File: src/rtl/commit_trace_tx_pkg.sv
// Shared types for the commit-trace transmitter: the 80-bit trace record,
// serializer state encoding and small helpers used by the top and the FIFO.
package commit_trace_tx_pkg;

    localparam int TRACE_BEATS = 5;
    localparam int BEAT_W      = 16;

    typedef struct packed {
        logic [7:0]  seq;
        logic [5:0]  pdst;
        logic        valid_write;
        logic        gap;
        logic [31:0] pc;
        logic [31:0] data;
    } trace_record;

    typedef enum logic {
        ST_IDLE = 1'b0,
        ST_SEND = 1'b1
    } tx_state_e;

    function automatic logic [BEAT_W-1:0] beat_word(input trace_record rec,
                                                    input logic [2:0]  idx);
        logic [BEAT_W-1:0] w;
        case (idx)
            3'd0:    w = {rec.seq, rec.pdst, rec.valid_write, rec.gap};
            3'd1:    w = rec.pc[31:16];
            3'd2:    w = rec.pc[15:0];
            3'd3:    w = rec.data[31:16];
            default: w = rec.data[15:0];
        endcase
        return w;
    endfunction

    function automatic logic [15:0] sat_add16(input logic [15:0] a,
                                              input logic [1:0]  b);
        logic [16:0] s;
        s = {1'b0, a} + {15'd0, b};
        return s[16] ? 16'hFFFF : s[15:0];
    endfunction

endpackage

File: src/rtl/commit_trace_fifo.sv
// Trace record FIFO: two write ports (slot 0 lands first), one read port with
// a peek at the entry behind the head so the serializer can chain records.
module commit_trace_fifo
    import commit_trace_tx_pkg::*;
#(
    parameter int DEPTH = 16,
    localparam int AW   = $clog2(DEPTH)
) (
    input  logic        clk,
    input  logic        rst_n,
    input  logic        wr0_en,
    input  trace_record wr0_data,
    input  logic        wr1_en,
    input  trace_record wr1_data,
    input  logic        rd_en,
    output trace_record head,
    output trace_record head_next,
    output logic [AW:0] count
);

    trace_record   mem [DEPTH];
    logic [AW-1:0] wr_ptr;
    logic [AW-1:0] rd_ptr;
    logic [AW-1:0] wr1_addr;
    logic [1:0]    n_push;

    assign n_push   = {1'b0, wr0_en} + {1'b0, wr1_en};
    assign wr1_addr = wr0_en ? wr_ptr + AW'(1) : wr_ptr;

    always_ff @(posedge clk) begin
        if (wr0_en) mem[wr_ptr]   <= wr0_data;
        if (wr1_en) mem[wr1_addr] <= wr1_data;
    end

    always_ff @(posedge clk or negedge rst_n) begin
        if (!rst_n) begin
            wr_ptr <= '0;
            rd_ptr <= '0;
            count  <= '0;
        end else begin
            wr_ptr <= wr_ptr + AW'(n_push);
            if (rd_en) rd_ptr <= rd_ptr + AW'(1);
            count  <= count + (AW+1)'(n_push) - (AW+1)'(rd_en);
        end
    end

    assign head      = mem[rd_ptr];
    assign head_next = mem[rd_ptr + AW'(1)];

endmodule

File: src/rtl/commit_trace_tx.sv
// Commit-trace transmitter: captures retired instructions into a FIFO,
// serializes records as five 16-bit beats, and runs a PC-hang watchdog.
//
//   state   | meaning
//   --------+-----------------------------------------------------------
//   ST_IDLE | nothing presented; loads the FIFO head when non-empty
//   ST_SEND | presenting beat beat_idx of cur_rec; chains to next record
module commit_trace_tx
    import commit_trace_tx_pkg::*;
#(
    parameter int DEPTH       = 16,
    parameter int HANG_CYCLES = 2000
) (
    input  logic        clk,
    input  logic        rst_n,
    input  logic        c0_valid_commit,
    input  logic        c0_flushed,
    input  logic        c0_valid_write,
    input  logic [31:0] c0_pc,
    input  logic [5:0]  c0_pdst,
    input  logic [31:0] c0_data,
    input  logic        c1_valid_commit,
    input  logic        c1_flushed,
    input  logic        c1_valid_write,
    input  logic [31:0] c1_pc,
    input  logic [5:0]  c1_pdst,
    input  logic [31:0] c1_data,
    input  logic [31:0] current_pc_i,
    output logic        out_valid,
    input  logic        out_ready,
    output logic [15:0] out_data,
    output logic        out_last,
    output logic        hang_o,
    output logic [15:0] drop_count_o
);

    localparam int AW            = $clog2(DEPTH);
    localparam int HW            = $clog2(HANG_CYCLES + 1);
    localparam logic [2:0] LAST_BEAT = 3'(TRACE_BEATS - 1);
    localparam logic [HW-1:0] HANG_MAX = HW'(HANG_CYCLES);

    logic        acc0, acc1;
    logic        push0, push1;
    logic        drop0, drop1;
    logic [AW:0] count;
    logic [AW:0] free_slots;
    logic [1:0]  n_acc;
    logic [1:0]  n_drop;
    logic [7:0]  seq_q;
    logic        gap_pend;
    trace_record rec0, rec1;
    trace_record head, head_next;
    trace_record cur_rec;
    tx_state_e   state;
    logic [2:0]  beat_idx;
    logic [2:0]  nxt_idx;
    logic        pop;

    // Free slots are judged on the pre-pop count, so a pop never makes room
    // for pushes in the same cycle.
    assign acc0       = c0_valid_commit & ~c0_flushed;
    assign acc1       = acc0 & c1_valid_commit & ~c1_flushed;
    assign free_slots = (AW+1)'(DEPTH) - count;
    assign push0      = acc0 && (free_slots != '0);
    assign push1      = acc1 && (free_slots >= (AW+1)'(2));
    assign drop0      = acc0 & ~push0;
    assign drop1      = acc1 & ~push1;
    assign n_acc      = {1'b0, acc0} + {1'b0, acc1};
    assign n_drop     = {1'b0, drop0} + {1'b0, drop1};

    always_comb begin
        rec0             = '0;
        rec0.seq         = seq_q;
        rec0.pdst        = c0_pdst;
        rec0.valid_write = c0_valid_write;
        rec0.gap         = gap_pend;
        rec0.pc          = c0_pc;
        rec0.data        = c0_data;
        // Slot 1 only enqueues behind slot 0, which has already consumed the gap.
        rec1             = '0;
        rec1.seq         = seq_q + 8'd1;
        rec1.pdst        = c1_pdst;
        rec1.valid_write = c1_valid_write;
        rec1.gap         = 1'b0;
        rec1.pc          = c1_pc;
        rec1.data        = c1_data;
    end

    always_ff @(posedge clk or negedge rst_n) begin
        if (!rst_n) begin
            seq_q        <= '0;
            gap_pend     <= 1'b0;
            drop_count_o <= '0;
        end else begin
            seq_q        <= seq_q + {6'd0, n_acc};
            drop_count_o <= sat_add16(drop_count_o, n_drop);
            if (drop0 || drop1)
                gap_pend <= 1'b1;
            else if (push0)
                gap_pend <= 1'b0;
        end
    end

    commit_trace_fifo #(.DEPTH(DEPTH)) u_fifo (
        .clk       (clk),
        .rst_n     (rst_n),
        .wr0_en    (push0),
        .wr0_data  (rec0),
        .wr1_en    (push1),
        .wr1_data  (rec1),
        .rd_en     (pop),
        .head      (head),
        .head_next (head_next),
        .count     (count)
    );

    assign nxt_idx = beat_idx + 3'd1;
    assign pop     = (state == ST_SEND) && out_valid && out_ready && (beat_idx == LAST_BEAT);

    always_ff @(posedge clk or negedge rst_n) begin
        if (!rst_n) begin
            state     <= ST_IDLE;
            beat_idx  <= '0;
            cur_rec   <= '0;
            out_valid <= 1'b0;
            out_data  <= '0;
            out_last  <= 1'b0;
        end else begin
            case (state)
                ST_IDLE: begin
                    if (count != '0) begin
                        state     <= ST_SEND;
                        cur_rec   <= head;
                        beat_idx  <= '0;
                        out_valid <= 1'b1;
                        out_data  <= beat_word(head, 3'd0);
                        out_last  <= 1'b0;
                    end
                end
                ST_SEND: begin
                    if (out_valid && out_ready) begin
                        if (beat_idx == LAST_BEAT) begin
                            // head_next is only valid if it was stored before this cycle
                            if (count > (AW+1)'(1)) begin
                                cur_rec  <= head_next;
                                beat_idx <= '0;
                                out_data <= beat_word(head_next, 3'd0);
                                out_last <= 1'b0;
                            end else begin
                                state     <= ST_IDLE;
                                beat_idx  <= '0;
                                out_valid <= 1'b0;
                                out_data  <= '0;
                                out_last  <= 1'b0;
                            end
                        end else begin
                            beat_idx <= nxt_idx;
                            out_data <= beat_word(cur_rec, nxt_idx);
                            out_last <= (nxt_idx == LAST_BEAT);
                        end
                    end
                end
                default: begin
                    state     <= ST_IDLE;
                    out_valid <= 1'b0;
                end
            endcase
        end
    end

    logic [31:0]   pc_prev;
    logic [HW-1:0] hang_cnt;
    logic [HW-1:0] hang_cnt_nxt;

    always_comb begin
        hang_cnt_nxt = '0;
        if (current_pc_i == pc_prev)
            hang_cnt_nxt = (hang_cnt == HANG_MAX) ? hang_cnt : hang_cnt + HW'(1);
    end

    always_ff @(posedge clk or negedge rst_n) begin
        if (!rst_n) begin
            pc_prev  <= '0;
            hang_cnt <= '0;
            hang_o   <= 1'b0;
        end else begin
            pc_prev  <= current_pc_i;
            hang_cnt <= hang_cnt_nxt;
            if (hang_cnt_nxt == HANG_MAX) hang_o <= 1'b1;
        end
    end

endmodule

File: config.mk
export PLATFORM = sky130hd
export DESIGN_NAME = commit_trace_tx
export DESIGN_NICKNAME = d
export VERILOG_FILES = /design/src/rtl/commit_trace_tx_pkg.sv /design/src/rtl/commit_trace_fifo.sv /design/src/rtl/commit_trace_tx.sv
export SDC_FILE = /design/constraint.sdc
export NUM_CORES = 2
export LEC_CHECK = 0
export BUFFER_PORTS_ARGS = -buffer_cell sky130_fd_sc_hd__buf_4
export CAP_MARGIN = 20
export CORE_UTILIZATION = 55
export CTS_CLUSTER_DIAMETER = 150
export DETAILED_ROUTE_END_ITERATION = 10
export GPL_ROUTABILITY_DRIVEN = 0
export PLACE_DENSITY = 0.75
export SLEW_MARGIN = 20
export SYNTH_ARGS = -nofsm -noshare
export SYNTH_HDL_FRONTEND = slang
export SYNTH_HIERARCHICAL = 1
export SYNTH_SLANG_ARGS = --single-unit
File: constraint.sdc
create_clock -name clk -period 18.9 [get_ports clk]
set_input_delay 1.89 -clock clk [delete_from_list [all_inputs] [get_ports clk]]
set_output_delay 1.89 -clock clk [all_outputs]
set_load 0.05 [all_outputs]
==> flow_metrics.tcl <==
set metrics [dict create \
    period_share_pct 31.2 \
    min_from "hang_o$_DFFE_PN0N_" \
    synthMuxAreaShare_pct 40.0 \
    cp_slowest_stage_delay_ns 0.85 \
    startpoint_type "input pin" \
    skew_ns 0.0337 \
    grtUsageTotal_pct 31.7 \
    cts_tree "done" \
    cp_common_cell "buf_4" \
    cts_hold_buf 0 \
    pin_count 216 \
    dr.first_iter.drc_count 5706 \
    p_int_mw 8.32 \
    seq_area_frac_synth_pct 51.7 \
    path_clk_slew_ns 0.06 \
    synth.top_cell.area_share_pct 46.2 \
    firstDrtPassIters 5 \
    synth_fa_ha_area_share_pct 0.517 \
    vias 49300 \
    total_leakage_power_nw 30.8 \
    drv_cap 0 \
    grt_pass1_vias 50200 \
    setup_ws_ns 13.01 \
    p_switching_mw 4.29 \
    drc 0 \
    synth-seq-cells 1464 \
    worst_path_max_delay_cell "o21a_4" \
    grt-ovfl-total 0 \
    io_buffers 215 \
    synthTopCellsByArea "edfxtp_1 (46%), mux4_2 (22%), mux2_2 (15%)" \
    drv_slew 0 \
    grt_pass1_wl_um 350000 \
    required_ns 19.33 \
    clkLatencyLatePin_ns 0.82 \
    antenna_found_initial 17 \
    synth_top_family_by_area "multiplexers" \
    clockBufferDepth 3 \
    worstReg2RegStart "u_fifo/count[0]$_DFF_PN0_" \
    avgViaCountPerCell 7.11 \
    ant_nets 0 \
    layout-drive-gt1-share_pct 52.0 \
    worst_slew_pin_slew_ns 1.21 \
    tns_ns 0 \
    cp-startpoint "c0_flushed" \
    pre_cts_slack_ns 12.30 \
    path_max_fanout 45 \
    power_density_mw_per_mm2 138 \
    maxSlewHeadroom_pct 19.4 \
    die_y_um 391 \
    synthArstFlopShare_pct 12.6 \
    fin_area_mm2 0.0913 \
    yosysWarnings 6 \
    clkPwrFrac_pct 24.6 \
    synth_compound_area_share_pct 1.95 \
    dp_hpwl_um 134000 \
    rows 142 \
    criticalPathCategory "input pin to register" \
    rsz0062_at_grt "no" \
    cp_cell_sequence "buf_4 > nand2b_1 > nor2_1 > buf_4 > and3_1 > a21boi_0 > o21a_4 > o21bai_4 > buf_4 > buf_4" \
    nets 4997 \
    syn_area_mm2 0.0833 \
    htreeDepth 4 \
    hold_path_class "register to register" \
    endpoint_kind "register" \
    core-area_mm2 0.150 \
    fin_crit_ns 5.89 \
    cts_buffers 160 \
    initial_core_util_pct 55.5 \
    cts_root_buf "clkbuf_16" \
    die_w_um 391 \
    post_cts_buffers 0 \
    syn_avg_cell_area_um2 17.3 \
    synthFlopType "edfxtp_1" \
    place_area_mm2 0.0861 \
    wl_per_cell_um 34.8 \
    fmax_mhz 170 \
    seq_power_share_pct 33.3 \
    clock-sinks 1464 \
    grt_max_degree 128 \
    yosysUniqueCellTypes 78 \
    vdd_drop_max_mv 0.178 \
    hold_viol 0 \
    cts_resized 0 \
    crit_arrival_ns 6.32 \
    yosysTopAreaCell "edfxtp_1" \
    synthCells 4822 \
    syn2layout_area_growth_pct 9.69 \
    final-setup-viol-count 0 \
    p_comb_share_pct 42.0 \
    die-area_mm2 0.153 \
    routed_wl_um 242000 \
    yosysMostFrequentCell "edfxtp_1" \
    synth-xor-area-share_pct 0.808 \
    switching_share_pct 34.0 \
    yosys.area_share.simple_pct 1.71 \
    outcome "completed" \
    synth_edf_count 1280 \
    synth_commonest_cells "edfxtp_1 (1280), mux2_2 (1075), mux4_2 (800), clkbuf_1 (282), dfrtp_1 (184)" \
]
[flip-flops by register name (all words and copies together) (netlist names), 3 cells and up]
name           cells
out_data          16
drop_count_o      16
u_fifo/mem      1280
u_fifo/wr_ptr      4
pc_prev           32
seq_q              8
u_fifo/rd_ptr      4
u_fifo/count       5
cur_rec           80
beat_idx           3
hang_cnt          11
[worst paths after layout]
check                                               endpoint  slack, ns  cells after the start
worst max-delay path             u_fifo/mem[8][47]$_DFFE_PP_      13.01                     10
worst min-delay path                      hang_o$_DFFE_PN0N_       0.48                      2
worst max register to register   u_fifo/mem[8][47]$_DFFE_PP_      13.04                     15
worst min register to register            hang_o$_DFFE_PN0N_       0.48                      2
max in group asynchronous       u_fifo/rd_ptr[2]$_DFFE_PN0P_      15.74                      3
min in group asynchronous              hang_cnt[4]$_DFF_PN0_       1.08                      1
[kinds of logic (layout without fill, tap and decap cells)]
kind of cell | Yosys count | after routing
buf+inv | 559 | 649
mux | 2150 | 2150
fa+ha+maj | 32 | 32
xor+xnor | 76 | 76
compound gates | 251 | 251
flops | 1464 | 1464
simple gates | 289 | 289
other cells | 1 | 13
[area by class of cell]
| type | instances | area, um2 |
|---|---|---|
| multi-input combinational | 2805 | 37900 |
| tap | 2016 | 2520 |
| sequential | 1464 | 43100 |
| timing repair buffer | 321 | 2590 |
| fill | 10800 | 58800 |
| clock buffer | 220 | 4530 |
| clock inverter | 76 | 628 |
| antenna | 6 | 15.0 |
| inverter | 32 | 120 |
[cell usage in the layout, fill, tap and decap left out, types with 7 or more instances in the layout]
| cell type | count |
|---|---|
| a21oi_1 | 37 |
| a22oi_1 | 30 |
| a31o_2 | 10 |
| a31oi_1 | 22 |
| and3_1 | 7 |
| buf_12 | 11 |
| buf_4 | 307 |
| bufinv_16 | 7 |
| clkbuf_1 | 38 |
| clkbuf_16 | 167 |
| clkbuf_8 | 15 |
| clkinv_1 | 22 |
| clkinv_2 | 32 |
| conb_1 | 7 |
| dfrtp_1 | 179 |
| edfxtp_1 | 1280 |
| ha_1 | 27 |
| inv_1 | 32 |
| mux2_1 | 157 |
| mux2_2 | 1075 |
| mux2_4 | 51 |
| mux2i_1 | 67 |
| mux4_2 | 800 |
| nand2_1 | 135 |
| nand2b_1 | 11 |
| nand3_1 | 11 |
| nand4_1 | 21 |
| nor2_1 | 42 |
| nor2b_1 | 20 |
| o21ai_0 | 89 |
| o21ai_4 | 16 |
| xnor2_1 | 51 |
| xor2_1 | 18 |
[per-stage QoR]
step           cells  total power, mW  utilization, %  hold WS, ns
2_1_floorplan   4828             8.09               -        0.441
3_3_place_gp    6635             9.44            57.3        0.457
3_5_place_dp    6637             9.53            57.4        0.468
4_1_cts         6933             12.6            60.8        0.482
5_1_grt         6938             13.1            60.8        0.517
6_report        6940             12.6            60.8        0.476
[worst max-delay path, delay by kind of cell]
family	cells	cell delay (ns)
compound gates	3	2.04
simple gates	3	0.63
buf+inv	4	1.64
[routing by layer]
layer	wire [um]	track usage (%)	vias to the layer above
met5	154	0	-
met4	9590	12.1	24
met3	26200	7.50	576
met2	115000	50.6	2942
met1	90800	42.4	26100
li1	-	-	19700
[power by group through the flow]
stage               Clock [mW]  Sequential, mW  Combinational (mW)
finish                    3.11            4.20                5.30
global route              3.26            4.23                5.56
CTS                       3.14            4.19                5.29
detailed placement           0            4.25                5.28
global placement             0            4.23                5.20
floorplan                    0            4.18                3.91
(Power assumes the default switching activity.)
